`src/rtl/seg7_pkg.sv`:
```
// Shared definitions for the 7-segment digit interface: segment patterns
// (common with the encoder side) and the receive-side sequence states.
package seg7_pkg;

    // bit0 = seg1 (top) .. bit6 = seg7 (middle)
    localparam logic [6:0] SEG_0     = 7'b0111111;
    localparam logic [6:0] SEG_1     = 7'b0000110;
    localparam logic [6:0] SEG_2     = 7'b1011011;
    localparam logic [6:0] SEG_3     = 7'b1001111;
    localparam logic [6:0] SEG_4     = 7'b1100110;
    localparam logic [6:0] SEG_5     = 7'b1101101;
    localparam logic [6:0] SEG_6     = 7'b1111100;
    localparam logic [6:0] SEG_7     = 7'b0000111;
    localparam logic [6:0] SEG_8     = 7'b1111111;
    localparam logic [6:0] SEG_9     = 7'b1100111;
    localparam logic [6:0] SEG_BLANK = 7'b0000000;

    typedef enum logic [1:0] {
        UNLOCKED = 2'd0,
        SEEN     = 2'd1,
        LOCKED   = 2'd2
    } mon_state_t;

    function automatic logic [3:0] next_digit(input logic [3:0] d);
        return (d == 4'd9) ? 4'd0 : d + 4'd1;
    endfunction

endpackage

```
`src/rtl/seg7_decode.sv`:
```
// Combinational segment-pattern to BCD decoder; only the exact table forms
// are valid, the all-off pattern is reported separately as blank.
module seg7_decode
    import seg7_pkg::*;
(
    input  logic [6:0] pattern,
    output logic       valid,
    output logic       blank,
    output logic [3:0] digit
);

    always_comb begin
        valid = 1'b1;
        blank = 1'b0;
        digit = 4'd0;
        case (pattern)
            SEG_0:     digit = 4'd0;
            SEG_1:     digit = 4'd1;
            SEG_2:     digit = 4'd2;
            SEG_3:     digit = 4'd3;
            SEG_4:     digit = 4'd4;
            SEG_5:     digit = 4'd5;
            SEG_6:     digit = 4'd6;
            SEG_7:     digit = 4'd7;
            SEG_8:     digit = 4'd8;
            SEG_9:     digit = 4'd9;
            SEG_BLANK: begin
                valid = 1'b0;
                blank = 1'b1;
            end
            default:   valid = 1'b0;
        endcase
    end

endmodule

```
`src/rtl/seg7_monitor.sv`:
```
// Receive-side monitor for the seconds-digit segment bus: synchronise, filter,
// decode, check 0..9 sequencing and measure the spacing between digits.
module seg7_monitor
    import seg7_pkg::*;
#(
    parameter int STABLE_CYCLES = 4,
    parameter int PERIOD_W      = 24
) (
    input  logic                clk,
    input  logic                reset_n,
    input  logic [6:0]          segments_in,
    input  logic                clear,
    output logic [3:0]          digit_out,
    output logic                digit_valid,
    output logic [PERIOD_W-1:0] period_out,
    output logic                period_valid,
    output logic                locked,
    output logic                pattern_err,
    output logic                seq_err
);

    localparam int HOLD_W = $clog2(STABLE_CYCLES) + 1;
    localparam logic [HOLD_W-1:0] HOLD_HIT = HOLD_W'(STABLE_CYCLES - 2);
    localparam logic [HOLD_W-1:0] HOLD_MAX = HOLD_W'(STABLE_CYCLES - 1);

    logic [6:0]          seg_meta_reg, seg_sync_reg;
    logic [6:0]          cand_reg, accepted_reg, accepted_next;
    logic [HOLD_W-1:0]   hold_cnt_reg;
    mon_state_t          state_reg, state_next;
    logic [3:0]          digit_reg, digit_next;
    logic                dv_reg, dv_next, pv_reg, pv_next;
    logic [PERIOD_W-1:0] period_reg, period_next;
    logic [PERIOD_W-1:0] cnt_reg, cnt_next;
    logic                pattern_err_reg, pattern_err_next;
    logic                seq_err_reg, seq_err_next;
    logic                accept;
    logic                dec_valid, dec_blank;
    logic [3:0]          dec_digit;

    // Data path of the synchroniser carries no reset.
    always_ff @(posedge clk) begin
        seg_meta_reg <= segments_in;
        seg_sync_reg <= seg_meta_reg;
    end

    always_ff @(posedge clk or negedge reset_n) begin
        if (!reset_n) begin
            cand_reg     <= SEG_BLANK;
            hold_cnt_reg <= '0;
        end else if (seg_sync_reg != cand_reg) begin
            cand_reg     <= seg_sync_reg;
            hold_cnt_reg <= '0;
        end else if (hold_cnt_reg != HOLD_MAX) begin
            hold_cnt_reg <= hold_cnt_reg + 1'b1;
        end
    end

    // Fires once per candidate, on the edge that completes STABLE_CYCLES of hold.
    assign accept = (seg_sync_reg == cand_reg) && (hold_cnt_reg == HOLD_HIT) &&
                    (cand_reg != accepted_reg);

    seg7_decode u_decode (
        .pattern (cand_reg),
        .valid   (dec_valid),
        .blank   (dec_blank),
        .digit   (dec_digit)
    );

    always_comb begin
        state_next       = state_reg;
        accepted_next    = accepted_reg;
        digit_next       = digit_reg;
        dv_next          = 1'b0;
        pv_next          = 1'b0;
        period_next      = period_reg;
        pattern_err_next = pattern_err_reg & ~clear;
        seq_err_next     = seq_err_reg & ~clear;

        if (accept) begin
            accepted_next = cand_reg;
            if (dec_blank) begin
                state_next = UNLOCKED;
            end else if (!dec_valid) begin
                pattern_err_next = 1'b1;
                state_next       = UNLOCKED;
            end else begin
                digit_next = dec_digit;
                dv_next    = 1'b1;
                case (state_reg)
                    UNLOCKED: state_next = SEEN;
                    default: begin
                        if (dec_digit == next_digit(digit_reg)) begin
                            state_next  = LOCKED;
                            pv_next     = 1'b1;
                            period_next = cnt_reg;
                        end else begin
                            seq_err_next = 1'b1;
                            state_next   = SEEN;
                        end
                    end
                endcase
            end
        end

        if (clear) begin
            state_next = UNLOCKED;
        end
    end

    always_comb begin
        if (clear) begin
            cnt_next = '0;
        end else if (accept && dec_valid) begin
            cnt_next = PERIOD_W'(1);
        end else if (cnt_reg != {PERIOD_W{1'b1}}) begin
            cnt_next = cnt_reg + 1'b1;
        end else begin
            cnt_next = cnt_reg;
        end
    end

    always_ff @(posedge clk or negedge reset_n) begin
        if (!reset_n) begin
            state_reg       <= UNLOCKED;
            accepted_reg    <= SEG_BLANK;
            digit_reg       <= 4'd0;
            dv_reg          <= 1'b0;
            pv_reg          <= 1'b0;
            period_reg      <= '0;
            cnt_reg         <= '0;
            pattern_err_reg <= 1'b0;
            seq_err_reg     <= 1'b0;
        end else begin
            state_reg       <= state_next;
            accepted_reg    <= accepted_next;
            digit_reg       <= digit_next;
            dv_reg          <= dv_next;
            pv_reg          <= pv_next;
            period_reg      <= period_next;
            cnt_reg         <= cnt_next;
            pattern_err_reg <= pattern_err_next;
            seq_err_reg     <= seq_err_next;
        end
    end

    assign digit_out    = digit_reg;
    assign digit_valid  = dv_reg;
    assign period_out   = period_reg;
    assign period_valid = pv_reg;
    assign locked       = (state_reg == LOCKED);
    assign pattern_err  = pattern_err_reg;
    assign seq_err      = seq_err_reg;

endmodule

```
`config.mk`:
```
export PLATFORM = sky130hd
export DESIGN_NAME = seg7_monitor
export DESIGN_NICKNAME = d
export VERILOG_FILES = /design/src/rtl/seg7_pkg.sv /design/src/rtl/seg7_decode.sv /design/src/rtl/seg7_monitor.sv
export SDC_FILE = /design/constraint.sdc
export NUM_CORES = 1
export LEC_CHECK = 0
export ABC_AREA = 1
export BUFFER_PORTS_ARGS = -buffer_cell sky130_fd_sc_hd__buf_2
export CAP_MARGIN = 30
export CORE_MARGIN = 4
export CORE_UTILIZATION = 40
export DETAILED_ROUTE_END_ITERATION = 8
export PLACE_DENSITY = 0.6
export SLEW_MARGIN = 10
export SYNTH_ARGS = -nofsm -noshare
export SYNTH_HDL_FRONTEND = slang
export SYNTH_SLANG_ARGS = --single-unit
```
`constraint.sdc`:
```
create_clock -name clk -period 4.2 [get_ports clk]
set_clock_uncertainty 0.15 [all_clocks]
set_input_delay 0 -clock clk [delete_from_list [all_inputs] [get_ports clk]]
set_output_delay 0 -clock clk [all_outputs]
set_load 0.05 [all_outputs]
```
==> results.json <==
{
  "maxSlewViolCount": 0,
  "final_hold_viol_count": 0,
  "maxCapViolations": 0,
  "fill_cells": 1091,
  "p_sw_frac": 0.2441,
  "hold_class": "in2reg",
  "synth.most_common_cell": "nand2_1",
  "period_share": 0.6665,
  "grt_first_pass_wirelength_um": 17130,
  "ant_nets": 0,
  "grt_remaining_overflow": 0,
  "rows": 38,
  "comb_power_share": 0.047,
  "leakage_nw": 2.575,
  "worst_path_most_repeated_cell": "nand2_1",
  "clkPwrFrac": 0.379,
  "critPathMaxStageDelay_ps": 580,
  "cpMaxStageDelayCell": "nor2_1",
  "synth_edf_count": 0,
  "postSynth.asyncResetShare": 0.8427,
  "wire_per_inst_um": 13.00,
  "path_class": "reg2reg",
  "root_buffer": "clkbuf_8",
  "ys_types": 38,
  "chipHeight_um": 113.8,
  "synth_top_family_by_area": "simple AND/OR/NAND/NOR gates",
  "antenna_found_initial": 0,
  "cts.sinks": 89,
  "synthTopCellsByArea": "dfrtp_1 42%, nand2_1 14%, nand3_1 6.7%",
  "crit_required_ps": 4280,
  "finalCriticalPeriod_ps": 2799,
  "peakVddDrop_v": 0.0001882,
  "ctsHtreeMaxLevel": 3,
  "routabilityCongestion": 0.8536,
  "dpl.hpwl_um": 6964,
  "synth_ff_type": "dfrtp_1",
  "cp-end-kind": "flop",
  "vias": 3619,
  "first_pass_iters": 5,
  "critPathTopFamily": "simple AND/OR/NAND/NOR gates",
  "ys_seq_elements": 89,
  "die-area_mm2": 0.01295,
  "synthTopCellsByCount": "164 x nand2_1, 75 x dfrtp_1, 60 x nand3_1",
  "syn_avg_cell_area_um2": 7.870,
  "insertedDiodeCount": 0,
  "grt_setup_unrepaired": "no",
  "clock_path_buffers": 2,
  "power_density_mw_per_mm2": 305.9,
  "cts_tree": "done",
  "critPathLaunchType": "flop",
  "outcome": "finished, final reports clean",
  "drt_iter0_drc": 205,
  "synth_top_cell_area_share": 0.4191,
  "port_buffers": 42,
  "core_mm2": 0.01089,
  "ioPinCount": 43,
  "drt-vias-per-instance": 4.813,
  "syn_area_mm2": 0.004478,
  "slew_headroom": 0.4948,
  "nNetsFinal": 621,
  "hold_depth": 2,
  "drc_errors": 0,
  "track_usage": 0.1649,
  "ys_warn_count": 0,
  "synth.mux.area_fraction": 0,
  "worstMarginPinSlew_ps": 754.9,
  "yosys.area_share.adder": 0.01118,
  "synth_nets": 583,
  "synth_compound_area_frac": 0.05421,
  "cts_made_buffers": 9,
  "grt_max_degree": 76,
  "critical_path_depth": 8,
  "worstPathCellList": "xnor2_1 > nand2_1 > nor2_2 > nand3_1 > nor2_1 > nand2_2 > nand2_1 > nor3_1",
  "synthSimpleGateAreaFrac": 0.3459,
  "clock_latency_ps": 370,
  "crit_fanout": 15,
  "switchingPower_w": 0.0003760,
  "cts_setup_buffers": 0,
  "rr_worst_depth": 8,
  "die_w_um": 113.8,
  "cts_resized": 0,
  "clk_pin_slew_ps": 90,
  "grt_pass1_vias": 3461,
  "timing.setup.tns_ps": 0,
  "synth_xor_area_frac": 0.02543,
  "start_util": 0.4113,
  "arrival_ps": 2880,
  "p_int_w": 0.001164,
  "p_seq_frac": 0.574,
  "area.growth.synth_to_final_pct": 12.43,
  "netlist_instances": 569,
  "ys_seq_area_frac": 0.4817,
  "crit_buf_inv": 0,
  "layout-drive-gt1-share": 0.1569,
  "routed_wl_um": 9774,
  "finalSetupViolCount": 0,
  "yosys.area.top_type": "dfrtp_1",
  "whs_ps": 115.6,
  "fmax_ghz": 0.3572,
  "hold_buffers": 9
}
-- through the flow --
| step | setup WS [ps] | util | total power, W | cells | cell area [µm²] |
|---|---|---|---|---|---|
| floorplan | 2042 | - | 0.0009410 | 569 | 4478 |
| global placement | 1474 | 0.4327 | 0.0009642 | 725 | 4711 |
| detailed placement | 1420 | 0.4327 | 0.0009655 | 725 | 4711 |
| CTS | 1390 | 0.4590 | 0.001566 | 750 | 4997 |
| global route | 1056 | 0.4624 | 0.001622 | 752 | 5035 |
| finish | 1401 | 0.4624 | 0.001540 | 752 | 5035 |
-- logic make-up after synthesis --
kind of cell	count (synthesis)
AOI/OAI and AO/OA	42
and+or+nand+nor	339
buffers and inverters	82
adders and majority gates	4
DFF	89
xor gates and xnor gates	13
-- power by group through the flow --
stage / Clock [W] / Sequential [W] / Combinational, W
floorplan: 0 / 0.000891 / 0.0000497
global placement: 0 / 0.000901 / 0.0000633
detailed placement: 0 / 0.000902 / 0.0000633
CTS: 0.000612 / 0.000885 / 0.0000701
global route: 0.000650 / 0.000887 / 0.0000842
finish: 0.000583 / 0.000885 / 0.0000725
-- layout by cell type, fill, tap and decap left out, drive strengths merged --
master       netlist  final
xor2               6      6
nor2              70     70
xnor2              7      7
a31oi              2      2
inv               55     58
nand3b             3      3
o21ai             27     27
o21bai             1      1
a21oi              7      7
dfrtp             75     75
nand3             64     64
nor4b              1      1
or2                3      3
nor3b              1      1
a21o               1      1
clkbuf            10     11
dfxtp             14     14
nand2            173    173
ha                 4      4
nand4             12     12
o41ai              1      1
dlygate4sd3        0     10
nor3              12     12
clkinv             1      3
a31o               2      2
a211oi             1      1
buf               16     43
-- per-layer routing --
layer	vias up	wire length (µm)	global-route usage
met5	-	0	0
met4	0	170	0.06176
met3	14	481	0.03024
met2	81	4038	0.2434
met1	1640	5085	0.2414
li1	1884	-	-
-- worst paths after layout --
path / start / slack [ps] / end
min in group asynchronous: reset_n / 410 / digit_out[0]$_DFFE_PN0P_
hold reg to reg: seg_meta_reg[0]$_DFF_P_ / 180 / seg_sync_reg[0]$_DFF_P_
setup / recovery: cand_reg[4]$_DFFE_PN0P_ / 1400 / cnt_reg[13]$_DFFE_PN0P_
setup reg to reg: cand_reg[4]$_DFFE_PN0P_ / 1400 / cnt_reg[13]$_DFFE_PN0P_
max in group asynchronous: reset_n / 2920 / cnt_reg[21]$_DFFE_PN0P_
hold / removal: segments_in[4] / 120 / seg_meta_reg[4]$_DFF_P_
-- layout make-up --
| cell class | instances | area, µm² | share of cell area |
|---|---|---|---|
| inverters | 56 | 210.2 | 0.04175 |
| multi-input cells | 398 | 1956 | 0.3884 |
| well taps | 140 | 175.2 | 0.03479 |
| flip-flops and latches | 89 | 2157 | 0.4284 |
| clock inverters | 5 | 33.78 | 0.006710 |
| clock buffers | 11 | 162.7 | 0.03231 |
| repair buffers | 53 | 340.3 | 0.06759 |
-- worst reg2reg max path: cells and delay by family, from the launching register on --
kind | cells | cell delay (ps)
flip-flops | 1 | 560
XOR/XNOR | 1 | 160
AND/OR/NAND/NOR | 7 | 1800
No activity file was read; power rests on OpenSTA's default activity.
